$ cat config.mk
export PLATFORM = sky130hd
export DESIGN_NAME = fac_bus_master
export DESIGN_NICKNAME = d
export VERILOG_FILES = /design/src/rtl/fac_bus_master_pkg.sv /design/src/rtl/fac_bus_master_timer.sv /design/src/rtl/fac_bus_master.sv
export SDC_FILE = /design/constraint.sdc
export NUM_CORES = 1
export LEC_CHECK = 0
export ABC_AREA = 1
export CAP_MARGIN = 20
export CORE_MARGIN = 2
export CORE_UTILIZATION = 50
export CTS_BUF_LIST = sky130_fd_sc_hd__clkbuf_4
export DETAILED_ROUTE_END_ITERATION = 10
export PLACE_DENSITY = 0.94
export SYNTH_ARGS = -nofsm -noshare
export SYNTH_HDL_FRONTEND = slang
export SYNTH_SLANG_ARGS = --single-unit
export TNS_END_PERCENT = 20
$ cat constraint.sdc
create_clock -name clk -period 2.5 [get_ports clk]
set_input_delay 0.25 -clock clk [delete_from_list [all_inputs] [get_ports clk]]
set_output_delay 0.25 -clock clk [all_outputs]
set_load 0.01 [all_outputs]
$ cat src/rtl/fac_bus_master_pkg.sv
// Shared types for the factorial bus master: FSM state encoding,
// core register offsets, address limits and the per-state bus decode.
package fac_bus_master_pkg;

  typedef enum logic [3:0] {
    S_IDLE,
    S_REQ,
    S_W_CLR1,
    S_W_CLR0,
    S_W_OPR,
    S_W_IEN,
    S_W_GO,
    S_WAIT_INT,
    S_R_H,
    S_R_L,
    S_W_ML,
    S_W_MH,
    S_W_FIN,
    S_W_FIN0,
    S_DONE
  } state_e;

  localparam logic [15:0] OFF_OPSTART = 16'h0000;
  localparam logic [15:0] OFF_OPCLEAR = 16'h0008;
  localparam logic [15:0] OFF_OPDONE  = 16'h0010;
  localparam logic [15:0] OFF_INTREN  = 16'h0018;
  localparam logic [15:0] OFF_OPERAND = 16'h0020;
  localparam logic [15:0] OFF_RES_H   = 16'h0028;
  localparam logic [15:0] OFF_RES_L   = 16'h0030;

  localparam logic [15:0] FAC_BASE_DEF = 16'h7000;
  localparam logic [15:0] MEM_TOP      = 16'h07FF;

  typedef struct packed {
    logic        req;
    logic        wr;
    logic [15:0] addr;
    logic [63:0] dout;
  } bus_t;

  // Bus pins presented while sitting in state s.
  // Reads always drive dout=0.
  function automatic bus_t bus_for(
    input state_e      s,
    input logic [15:0] base,
    input logic [63:0] n,
    input logic [15:0] dst,
    input logic [63:0] rh,
    input logic [63:0] rl
  );
    bus_t b;
    b     = '0;
    b.req = !(s inside {S_IDLE, S_DONE});
    case (s)
      S_W_CLR1, S_W_FIN: begin
        b.wr   = 1'b1;
        b.addr = base + OFF_OPCLEAR;
        b.dout = 64'd1;
      end
      S_W_CLR0, S_W_FIN0: begin
        b.wr   = 1'b1;
        b.addr = base + OFF_OPCLEAR;
      end
      S_W_OPR: begin
        b.wr   = 1'b1;
        b.addr = base + OFF_OPERAND;
        b.dout = n;
      end
      S_W_IEN: begin
        b.wr   = 1'b1;
        b.addr = base + OFF_INTREN;
        b.dout = 64'd1;
      end
      S_W_GO: begin
        b.wr   = 1'b1;
        b.addr = base + OFF_OPSTART;
        b.dout = 64'd1;
      end
      S_WAIT_INT: b.addr = base + OFF_OPDONE;
      S_R_H:      b.addr = base + OFF_RES_H;
      S_R_L:      b.addr = base + OFF_RES_L;
      S_W_ML: begin
        b.wr   = 1'b1;
        b.addr = dst;
        b.dout = rl;
      end
      S_W_MH: begin
        b.wr   = 1'b1;
        b.addr = dst + 16'd1;
        b.dout = rh;
      end
      default: ;
    endcase
    return b;
  endfunction

endpackage

$ cat src/rtl/fac_bus_master_timer.sv
// fbm_timer: loadable up-counter with enable, saturating at LIMIT.
// Ports: clk, reset_n, load_i (clear), en_i (count), expire_o.
module fbm_timer #(
  parameter int unsigned LIMIT = 4096,
  localparam int unsigned W = $clog2(LIMIT + 1)
) (
  input  logic clk,
  input  logic reset_n,
  input  logic load_i,
  input  logic en_i,
  output logic expire_o
);

  logic [W-1:0] cnt_q;

  always_ff @(posedge clk or negedge reset_n) begin
    if (!reset_n) begin
      cnt_q <= '0;
    end else if (load_i) begin
      cnt_q <= '0;
    end else if (en_i && cnt_q != W'(LIMIT)) begin
      cnt_q <= cnt_q + W'(1);
    end
  end

  // High in the cycle whose enabled count reaches LIMIT.
  assign expire_o = (cnt_q == W'(LIMIT - 1));

endmodule

$ cat src/rtl/fac_bus_master.sv
// Bus master that runs one factorial job on the core at FAC_BASE and
// stores the 128-bit result to memory at dst_addr / dst_addr+1.
// Inputs: clk, reset_n, start, n_in, dst_addr, m_grant, m_din, interrupt.
// Outputs: m_req/m_wr/m_addr/m_dout (bus), busy, done, error,
// result_h/result_l.
module fac_bus_master
  import fac_bus_master_pkg::*;
#(
  parameter int unsigned TIMEOUT  = 4096,
  parameter logic [15:0] FAC_BASE = FAC_BASE_DEF
) (
  input  logic        clk,
  input  logic        reset_n,
  input  logic        start,
  input  logic [63:0] n_in,
  input  logic [15:0] dst_addr,
  input  logic        m_grant,
  input  logic [63:0] m_din,
  input  logic        interrupt,
  output logic        m_req,
  output logic        m_wr,
  output logic [15:0] m_addr,
  output logic [63:0] m_dout,
  output logic        busy,
  output logic        done,
  output logic        error,
  output logic [63:0] result_h,
  output logic [63:0] result_l
);

  state_e      state_q, state_d;
  logic        rd_ph_q, rd_ph_d;
  logic [63:0] n_q, n_d;
  logic [15:0] dst_q, dst_d;
  logic [63:0] rh_q, rh_d;
  logic [63:0] rl_q, rl_d;
  logic        err_q, err_d;
  logic        busy_q, done_q;
  bus_t        bus_q;
  logic        tmr_load, tmr_en, tmr_exp;

  fbm_timer #(.LIMIT(TIMEOUT)) u_timer (
    .clk      (clk),
    .reset_n  (reset_n),
    .load_i   (tmr_load),
    .en_i     (tmr_en),
    .expire_o (tmr_exp)
  );

  // Every non-idle state is a bus access, so a missing grant
  // simply holds the state and everything derived from it.
  always_comb begin
    state_d  = state_q;
    rd_ph_d  = rd_ph_q;
    n_d      = n_q;
    dst_d    = dst_q;
    rh_d     = rh_q;
    rl_d     = rl_q;
    err_d    = err_q;
    tmr_load = 1'b0;
    tmr_en   = 1'b0;
    unique case (state_q)
      S_IDLE: begin
        if (start) begin
          err_d = 1'b0;
          if (dst_addr > (MEM_TOP - 16'd1)) begin
            err_d = 1'b1;
          end else begin
            state_d = S_REQ;
            n_d     = n_in;
            dst_d   = dst_addr;
          end
        end
      end
      S_REQ:    if (m_grant) state_d = S_W_CLR1;
      S_W_CLR1: if (m_grant) state_d = S_W_CLR0;
      S_W_CLR0: if (m_grant) state_d = S_W_OPR;
      S_W_OPR:  if (m_grant) state_d = S_W_IEN;
      S_W_IEN:  if (m_grant) state_d = S_W_GO;
      S_W_GO: begin
        if (m_grant) begin
          state_d  = S_WAIT_INT;
          tmr_load = 1'b1;
        end
      end
      S_WAIT_INT: begin
        if (m_grant) begin
          if (interrupt) begin
            state_d = S_R_H;
          end else begin
            tmr_en = 1'b1;
            if (tmr_exp) begin
              err_d   = 1'b1;
              state_d = S_W_FIN;
            end
          end
        end
      end
      // Reads take two granted cycles; data is taken on the second.
      S_R_H: begin
        if (m_grant) begin
          rd_ph_d = !rd_ph_q;
          if (rd_ph_q) begin
            rh_d    = m_din;
            state_d = S_R_L;
          end
        end
      end
      S_R_L: begin
        if (m_grant) begin
          rd_ph_d = !rd_ph_q;
          if (rd_ph_q) begin
            rl_d    = m_din;
            state_d = S_W_ML;
          end
        end
      end
      S_W_ML:  if (m_grant) state_d = S_W_MH;
      S_W_MH:  if (m_grant) state_d = S_W_FIN;
      S_W_FIN: if (m_grant) state_d = S_W_FIN0;
      // A timed-out job reaches here with error set and skips DONE.
      S_W_FIN0: if (m_grant) state_d = err_q ? S_IDLE : S_DONE;
      S_DONE:   state_d = S_IDLE;
      default:  state_d = S_IDLE;
    endcase
  end

  always_ff @(posedge clk or negedge reset_n) begin
    if (!reset_n) begin
      state_q <= S_IDLE;
      rd_ph_q <= 1'b0;
      n_q     <= '0;
      dst_q   <= '0;
      rh_q    <= '0;
      rl_q    <= '0;
      err_q   <= 1'b0;
      busy_q  <= 1'b0;
      done_q  <= 1'b0;
      bus_q   <= '0;
    end else begin
      state_q <= state_d;
      rd_ph_q <= rd_ph_d;
      n_q     <= n_d;
      dst_q   <= dst_d;
      rh_q    <= rh_d;
      rl_q    <= rl_d;
      err_q   <= err_d;
      busy_q  <= (state_d != S_IDLE);
      done_q  <= (state_d == S_DONE);
      bus_q   <= bus_for(state_d, FAC_BASE, n_d, dst_d, rh_d, rl_d);
    end
  end

  assign m_req    = bus_q.req;
  assign m_wr     = bus_q.wr;
  assign m_addr   = bus_q.addr;
  assign m_dout   = bus_q.dout;
  assign busy     = busy_q;
  assign done     = done_q;
  assign error    = err_q;
  assign result_h = rh_q;
  assign result_l = rl_q;

endmodule

==> metrics.md <==
| Metric | Value |
|---|---|
| Capture point of the critical path | m_addr[8] |
| Min-Delay Path Class | input port to async pin |
| Type of origin of the critical path | flip-flop |
| Cell taking the most area after synthesis | dfrtp_1 |
| Unrepaired setup endpoints after global routing | no |
| Final worst hold slack | 0.0608 ns |
| Share of flip-flops with an asynchronous set or reset after synthesis | 100% |
| Clock tree buffer depth | 3 |
| Area added between synthesis and finish | 39.4% |
| Number of cells in the finished layout apart from fillers | 2401 |
| Slew HR | 63.8% |
| Total Die Area | 27700 um^2 |
| Largest net degree at the start of global routing | 81 |
| Clock tree from TritonCTS | built |
| Antenna violations before repair | 4 |
| Number of placed instances with taps included | 2260 |
| Post-Syn Area | 13200 um^2 |
| Worst R2R End | m_addr[8] |
| Register-to-Register Path Depth | 12 |
| Sequential share of the synthesized area | 59.0% |
| Post-route fraction of the period consumed by the critical path | 94.1% |
| Clock Skews | 0.0559 ns |
| Die Y | 166 um |
| Number of vias per cell after detailed routing | 5.45 |
| Wire length per cell after detailed routing | 18.9 um |
| Max-cap check violation count | 0 |
| TritonCTS sink count | 311 |
| Final cell utilization of the core | 70.8% |
| Post-detailed-routing wire length | 45.3 mm |
| Total track usage | 32.4% |
| Starting density of the core | 50.8% |
| Area contributors post-synth | dfrtp_1 59%, nand2_1 23%, nand3_1 6.4% |
| Most used flip-flop cell after synthesis | dfrtp_1 |
| Warnings from Yosys | 0 |
| Number of nets at the end of the flow | 2163 |
| Via count of the first global-routing pass | 13800 |
| DRC violation count after routing | 0 |
| Average size of a mapped cell | 8.27 um^2 |
| Power density cells | 978 nW/um^2 |
| Cell area after layout | 18400 um^2 |
| Number of flops mapped to enable cells by yosys | 0 |
| Reported leakage power | 9.39 nW |
| RD Place Congestion | 0.950 |
| Flip-flop and latch count after synthesis | 311 |
| Area of placed instances | 17400 um^2 |
| Critical path cell sequence | nor2_4 -> nand4_2 -> nor2_4 -> buf_12 -> nand3_1 -> nand2_1 -> ha_1 -> nand2_1 -> nor2_2 -> a21oi_1 -> nand3b_1 -> nand2_1 |
| Clock root buffer | clkbuf_4 |
| Final HPWL from detailed placement | 30.1 mm |
| Antenna Nets Post-Route | 0 |
| Cell count after synthesis | 1596 |
| Worst-path maximum fanout | 11 |
| Critical register-to-register path startpoint | state_q[1] |
| Number of clock buffers inserted by TritonCTS | 81 |
| Clock latency reported for the late side of the worst-skew pair | 0.68 ns |
| Result of the run | complete, no violations |
| Placeable core region | 26000 um^2 |
| I/O Pins | 362 |
| Maximum level of the CTS H-tree | 3 |
| Die outline width | 166 um |
| Count of TritonRoute iterations in the first routing pass | 6 |
| Count of pins over their slew limit | 0 |
| Fraction of post-synthesis cell area in the top cell type by area | 59.0% |
| Worst setup slack for register-to-register paths | 0.15 ns |
| CP Launch Point | state_q[1] |
| Dominant cell type by count on the critical path | nand2_1 |
| Crit end category | flip-flop |
| Global-route wire length before repair | 71.1 mm |
| Slowest stage cell, crit path | dfrtp_1 |
| Final setup violation count | 0 |
| Count of distinct cell types in the synthesized netlist | 37 |
| Total Power | 0.0180 W |
| Maximum VDD drop | 0.000855 V |
| Remaining global-route overflow | 0 |
| Mapped Nets | 1748 |
| Slowest cell delay on critical path | 0.49 ns |
| Number of hold violations in the final report | 0 |
| Arr. time, crit path | 2.91 ns |
| Detailed-route via count | 13100 |
| Share of layout cells above drive strength 1 | 9.94% |
| Highest attainable clock frequency | 425 MHz |
| Actual transition at the worst max-transition pin | 0.543 ns |
| Clock-pin slew reported for the worst setup and hold paths after clock tree synthesis | 0.06 ns |
| Std cell rows | 59 |
| Required time of the critical path | 3.05 ns |
| Shortest clock period the worst path allows after layout | 2.35 ns |
| Count of buffers from port buffering | 361 |
| Kind of critical path | flip-flop to flip-flop |
| DRC marker count from the first detailed-route iteration | 1186 |
-- layer usage --
layer | wire (um) | track usage, %
met4 | 2360 | 19.6
met1 | 16400 | 37.6
met3 | 4770 | 10.0
met5 | 0 | 0
met2 | 21800 | 53.2
-- cells by family after synthesis --
| logic type | share of synthesized area (%) |
|---|---|
| compound gates | 2.44 |
| flops | 59.0 |
| buf+inv | 4.37 |
| xor+xnor | 0.133 |
| fa+ha+maj | 0.284 |
| simple gates | 33.8 |
-- worst max-delay path: cells and delay by family (launching register included) --
| family | cells | cell delay, ns |
|---|---|---|
| fa+ha+maj | 1 | 0.17 |
| simple gates | 9 | 1.37 |
| buf+inv | 1 | 0.14 |
| flops | 1 | 0.49 |
| compound gates | 1 | 0.10 |
-- cell usage after synthesis (3+ instances only) --
cell	count
a21oi_1	24
a22oi_1	3
buf_1	18
buf_2	17
buf_4	11
clkbuf_1	28
dfrtp_1	311
ha_1	3
inv_1	49
inv_2	11
nand2_1	823
nand2_2	9
nand3_1	170
nand3_2	3
nand4_1	13
nor2_1	45
nor2_2	6
nor2_4	3
nor3_1	10
o21ai_0	18
o21bai_1	3
-- power by group --
| group | switching, W | internal [W] | leakage, nW |
|---|---|---|---|
| combinational | 0.00377 | 0.00291 | 4.59 |
| clock | 0.00206 | 0.00206 | 0.555 |
| sequential | 0.000819 | 0.00638 | 4.24 |
| total | 0.00664 | 0.0113 | 9.39 |
-- metrics by stage --
step | setup TNS (ns) | setup WS [ns]
after floorplan | 0 | 0.386
after global placement | 0 | 0.0827
after detailed placement | -0.642 | -0.0435
after CTS | 0 | 0.122
after global routing | 0 | 0.00293
final | 0 | 0.148
-- how the worst min path moves through the flow --
stage	start	end	slack, ns	cells past startpoint
2_1_floorplan	reset_n	busy	-0.05	0
3_3_place_gp	reset_n	m_dout[47]	0.16	1
3_5_place_dp	reset_n	result_l[47]	0.16	1
4_1_cts	reset_n	result_l[47]	0.02	2
5_1_grt	reset_n	result_l[47]	0.04	2
6_report	reset_n	result_l[47]	0.06	2
-- layout by cell type, fill, tap and decap left out, types with 11 or more instances in the layout --
| cell type | instances |
|---|---|
| nand2_1 | 822 |
| clkbuf_4 | 111 |
| nand3_1 | 170 |
| a21oi_1 | 24 |
| dfrtp_1 | 311 |
| inv_1 | 49 |
| clkdlybuf4s50_1 | 360 |
| buf_4 | 31 |
| clkinv_1 | 15 |
| nor2_1 | 43 |
| o21ai_0 | 18 |
| inv_2 | 11 |
| nand4_1 | 13 |
| buf_12 | 12 |
-- timing repair --
action,in CTS,in global routing
buffers inserted,0,1
resized for setup,0,2
setup endpoints to repair,0,13
hold buffers,1,0
endpoints found under the hold margin,311,0
-- registers in the layout, summed over array words and instances, names as in the netlist, 4 cells and up --
name	flops
m_dout	64
n_q	64
result_h	64
result_l	64
dst_q	16
m_addr	16
u_timer.cnt_q	13
state_q	4
-- area by class of cell --
type / count / area (um^2)
Clock inverter: 23 / 111
Sequential cell: 311 / 7780
Fill cell: 1855 / 7590
Timing Repair Buffer: 407 / 4140
Multi-Input combinational cell: 1150 / 4880
Tap cell: 335 / 419
Clock buffer: 111 / 833
Antenna cell: 4 / 10.0
Inverter: 60 / 225
(Power assumes the default switching activity.)
